<file path="src/rtl/hazard_fwd_ctrl.sv">
// hazard_fwd_ctrl: operand forwarding from NSTAGE downstream stages, load-use
// and busy stall detection, branch flush sequencing, a stall watchdog and
// saturating stall/flush performance counters. Sits between decode and execute.
module hazard_fwd_ctrl #(
  parameter int DWIDTH       = 32,
  parameter int AWIDTH       = 5,
  parameter int NSTAGE       = 3,
  parameter int FLUSH_CYCLES = 2,
  parameter int MAX_STALL    = 15,
  parameter int CWIDTH       = 16
) (
  input  logic                     hz_clk,
  input  logic                     hz_rst,
  input  logic                     hz_i_ce,
  input  logic [AWIDTH-1:0]        hz_i_addr_rs1,
  input  logic [AWIDTH-1:0]        hz_i_addr_rs2,
  input  logic [DWIDTH-1:0]        hz_i_data_rs1,
  input  logic [DWIDTH-1:0]        hz_i_data_rs2,
  input  logic [NSTAGE-1:0]        hz_i_stage_valid,
  input  logic [NSTAGE-1:0]        hz_i_stage_we,
  input  logic [NSTAGE-1:0]        hz_i_stage_ok,
  input  logic [NSTAGE*AWIDTH-1:0] hz_i_stage_addr_rd,
  input  logic [NSTAGE*DWIDTH-1:0] hz_i_stage_data_rd,
  input  logic                     hz_i_alu_busy,
  input  logic                     hz_i_change_pc,
  input  logic                     hz_i_clr,
  output logic [DWIDTH-1:0]        hz_o_data_rs1,
  output logic [DWIDTH-1:0]        hz_o_data_rs2,
  output logic                     hz_o_stall,
  output logic                     hz_o_flush,
  output logic                     hz_o_timeout,
  output logic [CWIDTH-1:0]        hz_o_stall_cnt,
  output logic [CWIDTH-1:0]        hz_o_flush_cnt
);

  typedef enum logic [1:0] {
    ST_RUN   = 2'd0,
    ST_STALL = 2'd1,
    ST_FLUSH = 2'd2
  } state_t;

  localparam logic [3:0]        LP_FLUSH_RELOAD = 4'(FLUSH_CYCLES - 1);
  localparam logic [7:0]        LP_MAX_STALL    = 8'(MAX_STALL);
  localparam logic [CWIDTH-1:0] LP_CNT_MAX      = '1;

  state_t            r_state;
  logic [3:0]        r_flush_cnt;
  logic [7:0]        r_run_cnt;
  logic              r_timeout;
  logic [CWIDTH-1:0] r_stall_cnt;
  logic [CWIDTH-1:0] r_flush_ev_cnt;

  logic [DWIDTH-1:0] w_fwd_rs1;
  logic [DWIDTH-1:0] w_fwd_rs2;
  logic              w_ok_rs1;
  logic              w_ok_rs2;
  logic              w_haz;
  logic              w_flush;
  logic              w_stall;
  logic [7:0]        w_run_nxt;

  // Operand select: scan oldest to youngest so the youngest matching stage wins.
  always_comb begin
    // NOTE: every signal gets a default before any condition, so no path
    // leaves a value unassigned and no latch is inferred.
    w_fwd_rs1 = hz_i_data_rs1;
    w_fwd_rs2 = hz_i_data_rs2;
    w_ok_rs1  = 1'b1;
    w_ok_rs2  = 1'b1;
    // NOTE: blocking assignments here; a later (younger) match overwrites an
    // earlier (older) one within the same evaluation.
    for (int i = NSTAGE - 1; i >= 0; i--) begin
      if (hz_i_stage_valid[i] && hz_i_stage_we[i]) begin
        if (hz_i_stage_addr_rd[i*AWIDTH +: AWIDTH] == hz_i_addr_rs1) begin
          w_fwd_rs1 = hz_i_stage_data_rd[i*DWIDTH +: DWIDTH];
          w_ok_rs1  = hz_i_stage_ok[i];
        end
        if (hz_i_stage_addr_rd[i*AWIDTH +: AWIDTH] == hz_i_addr_rs2) begin
          w_fwd_rs2 = hz_i_stage_data_rd[i*DWIDTH +: DWIDTH];
          w_ok_rs2  = hz_i_stage_ok[i];
        end
      end
    end
    // x0 reads as zero and can never create a dependency.
    if (hz_i_addr_rs1 == '0) begin
      w_fwd_rs1 = '0;
      w_ok_rs1  = 1'b1;
    end
    if (hz_i_addr_rs2 == '0) begin
      w_fwd_rs2 = '0;
      w_ok_rs2  = 1'b1;
    end
  end

  assign w_haz   = hz_i_ce & (~w_ok_rs1 | ~w_ok_rs2 | hz_i_alu_busy);
  assign w_flush = hz_rst | hz_i_change_pc | (r_flush_cnt != 4'd0);
  // A flush kills the decode slot anyway, so it suppresses the stall.
  assign w_stall = w_haz & ~w_flush & ~hz_rst;

  assign hz_o_data_rs1  = w_fwd_rs1;
  assign hz_o_data_rs2  = w_fwd_rs2;
  assign hz_o_stall     = w_stall;
  assign hz_o_flush     = w_flush;
  assign hz_o_timeout   = r_timeout;
  assign hz_o_stall_cnt = r_stall_cnt;
  assign hz_o_flush_cnt = r_flush_ev_cnt;

  // Flush window: a redirect (re)loads the remaining-cycle count.
  always_ff @(posedge hz_clk or posedge hz_rst) begin
    // NOTE: reset is asynchronous so flush/stall react mid-cycle; every
    // register in this block is cleared in the reset branch.
    if (hz_rst) begin
      r_flush_cnt <= 4'd0;
    end else if (hz_i_change_pc) begin
      // NOTE: non-blocking assignment for all sequential state.
      r_flush_cnt <= LP_FLUSH_RELOAD;
    end else if (r_flush_cnt != 4'd0) begin
      r_flush_cnt <= r_flush_cnt - 4'd1;
    end
  end

  // Pipeline-control state tracking; flush takes priority over stall.
  always_ff @(posedge hz_clk or posedge hz_rst) begin
    if (hz_rst) begin
      r_state <= ST_RUN;
    end else begin
      unique case (r_state)
        ST_RUN: begin
          if (w_flush)      r_state <= ST_FLUSH;
          else if (w_stall) r_state <= ST_STALL;
        end
        ST_STALL: begin
          if (hz_i_change_pc) r_state <= ST_FLUSH;
          else if (!w_stall)  r_state <= ST_RUN;
        end
        ST_FLUSH: begin
          if ((r_flush_cnt == 4'd0) && !hz_i_change_pc) r_state <= ST_RUN;
        end
        default: r_state <= ST_RUN;
      endcase
    end
  end

  // Next value of the consecutive-stall run length, saturating at MAX_STALL.
  always_comb begin
    w_run_nxt = 8'd0;
    if (w_stall) begin
      w_run_nxt = (r_run_cnt >= LP_MAX_STALL) ? LP_MAX_STALL : r_run_cnt + 8'd1;
    end
  end

  // Watchdog: sticky flag raised on the edge the run length reaches MAX_STALL.
  always_ff @(posedge hz_clk or posedge hz_rst) begin
    if (hz_rst) begin
      r_run_cnt <= 8'd0;
      r_timeout <= 1'b0;
    end else if (hz_i_clr) begin
      r_run_cnt <= 8'd0;
      r_timeout <= 1'b0;
    end else begin
      r_run_cnt <= w_run_nxt;
      if (w_stall && (w_run_nxt == LP_MAX_STALL)) r_timeout <= 1'b1;
    end
  end

  // Saturating performance counters; clear beats a coincident event.
  always_ff @(posedge hz_clk or posedge hz_rst) begin
    if (hz_rst) begin
      r_stall_cnt    <= '0;
      r_flush_ev_cnt <= '0;
    end else if (hz_i_clr) begin
      r_stall_cnt    <= '0;
      r_flush_ev_cnt <= '0;
    end else begin
      if (w_stall && (r_stall_cnt != LP_CNT_MAX))
        r_stall_cnt <= r_stall_cnt + 1'b1;
      if (hz_i_change_pc && (r_flush_ev_cnt != LP_CNT_MAX))
        r_flush_ev_cnt <= r_flush_ev_cnt + 1'b1;
    end
  end

endmodule

</file>
<file path="config.mk">
export PLATFORM = sky130hd
export DESIGN_NAME = hazard_fwd_ctrl
export DESIGN_NICKNAME = d
export VERILOG_FILES = /design/src/rtl/hazard_fwd_ctrl.sv
export SDC_FILE = /design/constraint.sdc
export NUM_CORES = 1
export LEC_CHECK = 0
export CORE_MARGIN = 3
export CORE_UTILIZATION = 38
export DETAILED_ROUTE_END_ITERATION = 10
export PLACE_DENSITY = 0.82
export SYNTH_ARGS = -nofsm -noshare
export SYNTH_HDL_FRONTEND = slang
export SYNTH_SLANG_ARGS = --single-unit
</file>
<file path="constraint.sdc">
create_clock -name hz_clk -period 3 [get_ports hz_clk]
set_input_delay 0.6 -clock hz_clk [delete_from_list [all_inputs] [get_ports hz_clk]]
set_output_delay 0.6 -clock hz_clk [all_outputs]
set_load 0.005 [all_outputs]
</file>
==> impl_metrics.yaml <==
logic_synthesis:
  synth_cells: 657
  ys_warn_count: 0
  synth_edf_count: 0
  synth.avg_cell_area_um2: 7.32
  synthTopCellsByCount: "nor2_1 (161), a21oi_1 (78), a211oi_1 (68)"
  yosysSeqAreaShare_pct: 23.4
  ys_types: 40
  ys_ff_latch: 45
  synth.top_cell.area_share_pct: 23.4
  ys.flop_type: "dfrtp_1"
  synth_most_common_cell: "nor2_1"
  synth_area_um2: 4810
  synth_top_area_cell: "dfrtp_1"
  synth_area_leaders: "dfrtp_1 (23%), mux2i_1 (14%), nor2_1 (13%)"
  synthArstFlopShare_pct: 100
cells_and_area:
  drive_gt1_share_pct: 37.9
  syn_to_final_growth_pct: 113
  layout.nets: 1237
  nFillCells: 750
  stdcell_area_um2: 10200
placed_design:
  numPortBuffers: 298
  dp_hpwl_mm: 17.0
  place_area_um2: 8330
  globalplace.congestion: 0.965
critical_path:
  setup.worst_path.end: "hz_o_stall"
  worstSetupStartpointType: "input port"
  crit_chain: "buf_8 > xnor2_2 > nand3_2 > or4_4 > buf_6 > a221oi_4 > o221ai_2 > nand2_1 > buf_6 > inv_2 > buf_6"
  cp.arrival_ns: 2.68
  rr_worst_depth: 10
  worst-setup-path-type: "in -> out"
  worst_path_dominant_cell_family: "simple AND/OR/NAND/NOR gates"
  worstSetupEndpointType: "output port"
  worstPathRequired_ns: 2.40
  r2r_end: "hz_o_stall_cnt[7]"
  critical-path-max-stage-delay_ns: 0.63
  path_common_cell: "buf_6"
  startpoint: "hz_i_stage_addr_rd[8]"
  cp_max_fo: 4
  path_depth: 11
  crit_slowest_cell: "or4_4"
  reg2reg_slack_ns: 0.20
  reg2reg_from: "r_flush_cnt[0]"
  path_buf_inv: 5
cts:
  insertion_delay_ns: 0.29
  cts_tree: "built"
  cts.htree.levels: 2
  clockBufferDepth: 2
  numCtsBuffers: 5
  root_buffer: "clkbuf_16"
  cts_hold_buffers: 0
  clock-sinks: 45
  cts.clk_slew.worst_paths_ns: 0.06
global_routing:
  grt_overflow_total: 0
  grt_max_degree: 30
  grt_use_met2_pct: 63.6
  use_met3_pct: 8.33
  grt_pass1_vias: 6881
  grt_usage_pct: 35.7
  grt_pass1_wl_mm: 39.5
  antenna_found_initial: 2
  busiest_layer: "met2"
  use_met1_pct: 40.7
floorplanning:
  initial_core_util_pct: 39.4
  pin_count: 299
  die_x_um: 119
  dieArea_um2: 14000
  row_count: 40
  fp.dieH_um: 119
  core-area_um2: 12200
worst_hold_path:
  holdCritPathClass: "reg -> reg"
detailed_routing:
  drt_wl_total_mm: 29.0
  route.detailed.drc: 0
  postRouteAntennaNets: 0
  drt_iter0_drc: 909
  vias_per_cell: 6.02
  first_pass_iters: 5
  vias: 7251
  wl_per_cell_um: 24.1
sta:
  fin_skew_ns: 0.00647
  slew_viol_final: 0
  hold_slack_ns: 0.523
  post-route-min-period_ns: 3.28
  relSlewSlack_pct: 33.0
  rsz0062_at_grt: "true"
  worstMarginPinSlew_ns: 0.990
  finalHoldViolCount: 0
  setup_violations: 69
  fin_ws_ns: -0.277
  fin_crit_sh_pct: 109
  max_freq_mhz: 305
power:
  leakagePower_nw: 4.50
  power.density_nw_per_um2: 215
  vdd_drop_max_mv: 0.210
  p_total_mw: 2.20
run_status:
  violations: "setup timing"
  status: "finished with violations"
job:
  maxCapViolCount: 0
layout by cell type, fill, tap and decap left out, types with 11 or more instances in the layout:
master	synthesis	layout
a211oi_2	0	51
a21oi_1	78	69
buf_12	0	18
buf_16	0	17
buf_2	0	65
buf_4	0	53
buf_6	2	31
clkdlybuf4s50_1	0	204
dfrtp_1	45	45
mux2i_1	65	48
mux2i_2	0	15
nand2_1	20	18
nand3_1	14	13
nor2_1	161	101
nor2_2	0	34
nor2_4	0	26
or4_1	13	11
xnor2_1	19	14
xor2_1	26	17
area by class of cell:
cell class / count / area [um2] / area share (%)
diodes: 3 / 7.51 / 0.0734
clock buffers: 5 / 125 / 1.22
clock inverters: 3 / 22.5 / 0.220
inverters: 7 / 26.3 / 0.257
multi-input cells: 558 / 4430 / 43.3
flip-flops and latches: 45 / 1130 / 11.0
well taps: 168 / 210 / 2.05
repair buffers: 416 / 4280 / 41.8
logic make-up (layout without fill, tap and decap cells):
kind of cell,count (synthesis),after routing,share of synthesized area (%)
AOI/OAI and AO/OA,174,174,23.0
xor gates and xnor gates,45,45,8.19
adders and majority gates,5,5,1.25
buffers and inverters,57,431,4.76
DFF,45,45,23.4
muxes,71,71,15.2
other,1,7,0.0780
and+or+nand+nor,259,259,24.1
per-layer routing:
layer / wire length, um / share of wire (%)
met5: 0 / 0
met2: 14400 / 49
met1: 10200 / 35
met3: 2910 / 10
met4: 1590 / 5.5
sequential cells by signal (all words and copies together), names as in the netlist:
signal          flops
hz_o_timeout        1
hz_o_stall_cnt     16
r_flush_cnt         4
hz_o_flush_cnt     16
r_run_cnt           8
through the flow:
stage / setup slack [ns] / util [%] / cells / TNS, ns
3_3_place_gp: -0.938 / 68.2 / 1124 / -62.32
6_report: -0.277 / 83.8 / 1205 / -6.96
2_1_floorplan: 0.273 / - / 660 / 0
3_5_place_dp: -0.954 / 68.2 / 1124 / -62.29
4_1_cts: -0.165 / 78.7 / 1180 / -4.71
5_1_grt: -0.286 / 83.8 / 1204 / -10.47
how the worst min path moves through the flow:
stage	from	cells past startpoint	slack, ns	end
6_report	r_run_cnt[0]	1	0.52	r_run_cnt[0]
5_1_grt	r_run_cnt[0]	1	0.53	r_run_cnt[0]
3_3_place_gp	r_run_cnt[0]	1	0.50	r_run_cnt[0]
4_1_cts	r_run_cnt[0]	1	0.52	r_run_cnt[0]
3_5_place_dp	r_run_cnt[0]	1	0.50	r_run_cnt[0]
2_1_floorplan	r_run_cnt[0]	1	0.48	r_run_cnt[0]
worst register-to-register path, cell delays in order, from the launching register on:
cell and delay (ns):
dfrtp_1 0.42, inv_1 0.07, ha_1 0.22, nand2_1 0.16, or3_1 0.36, nor2_1 0.20
buf_4 0.17, o21ai_1 0.09, buf_4 0.20, or4_1 0.53, a21oi_1 0.26
power by group:
part / switching [mW] / internal, mW / leakage [nW]
registers: 0.0252 / 0.632 / 0.613
logic: 0.439 / 0.548 / 3.82
clock network: 0.244 / 0.308 / 0.0621
timing repair:
action                                  CTS  global route
endpoints found under the setup margin   80            69
buffers inserted                         30            23
cloned                                   18             4
pin swaps                                88            73
gates resized for setup                 497           135
(Power assumes the default switching activity.)
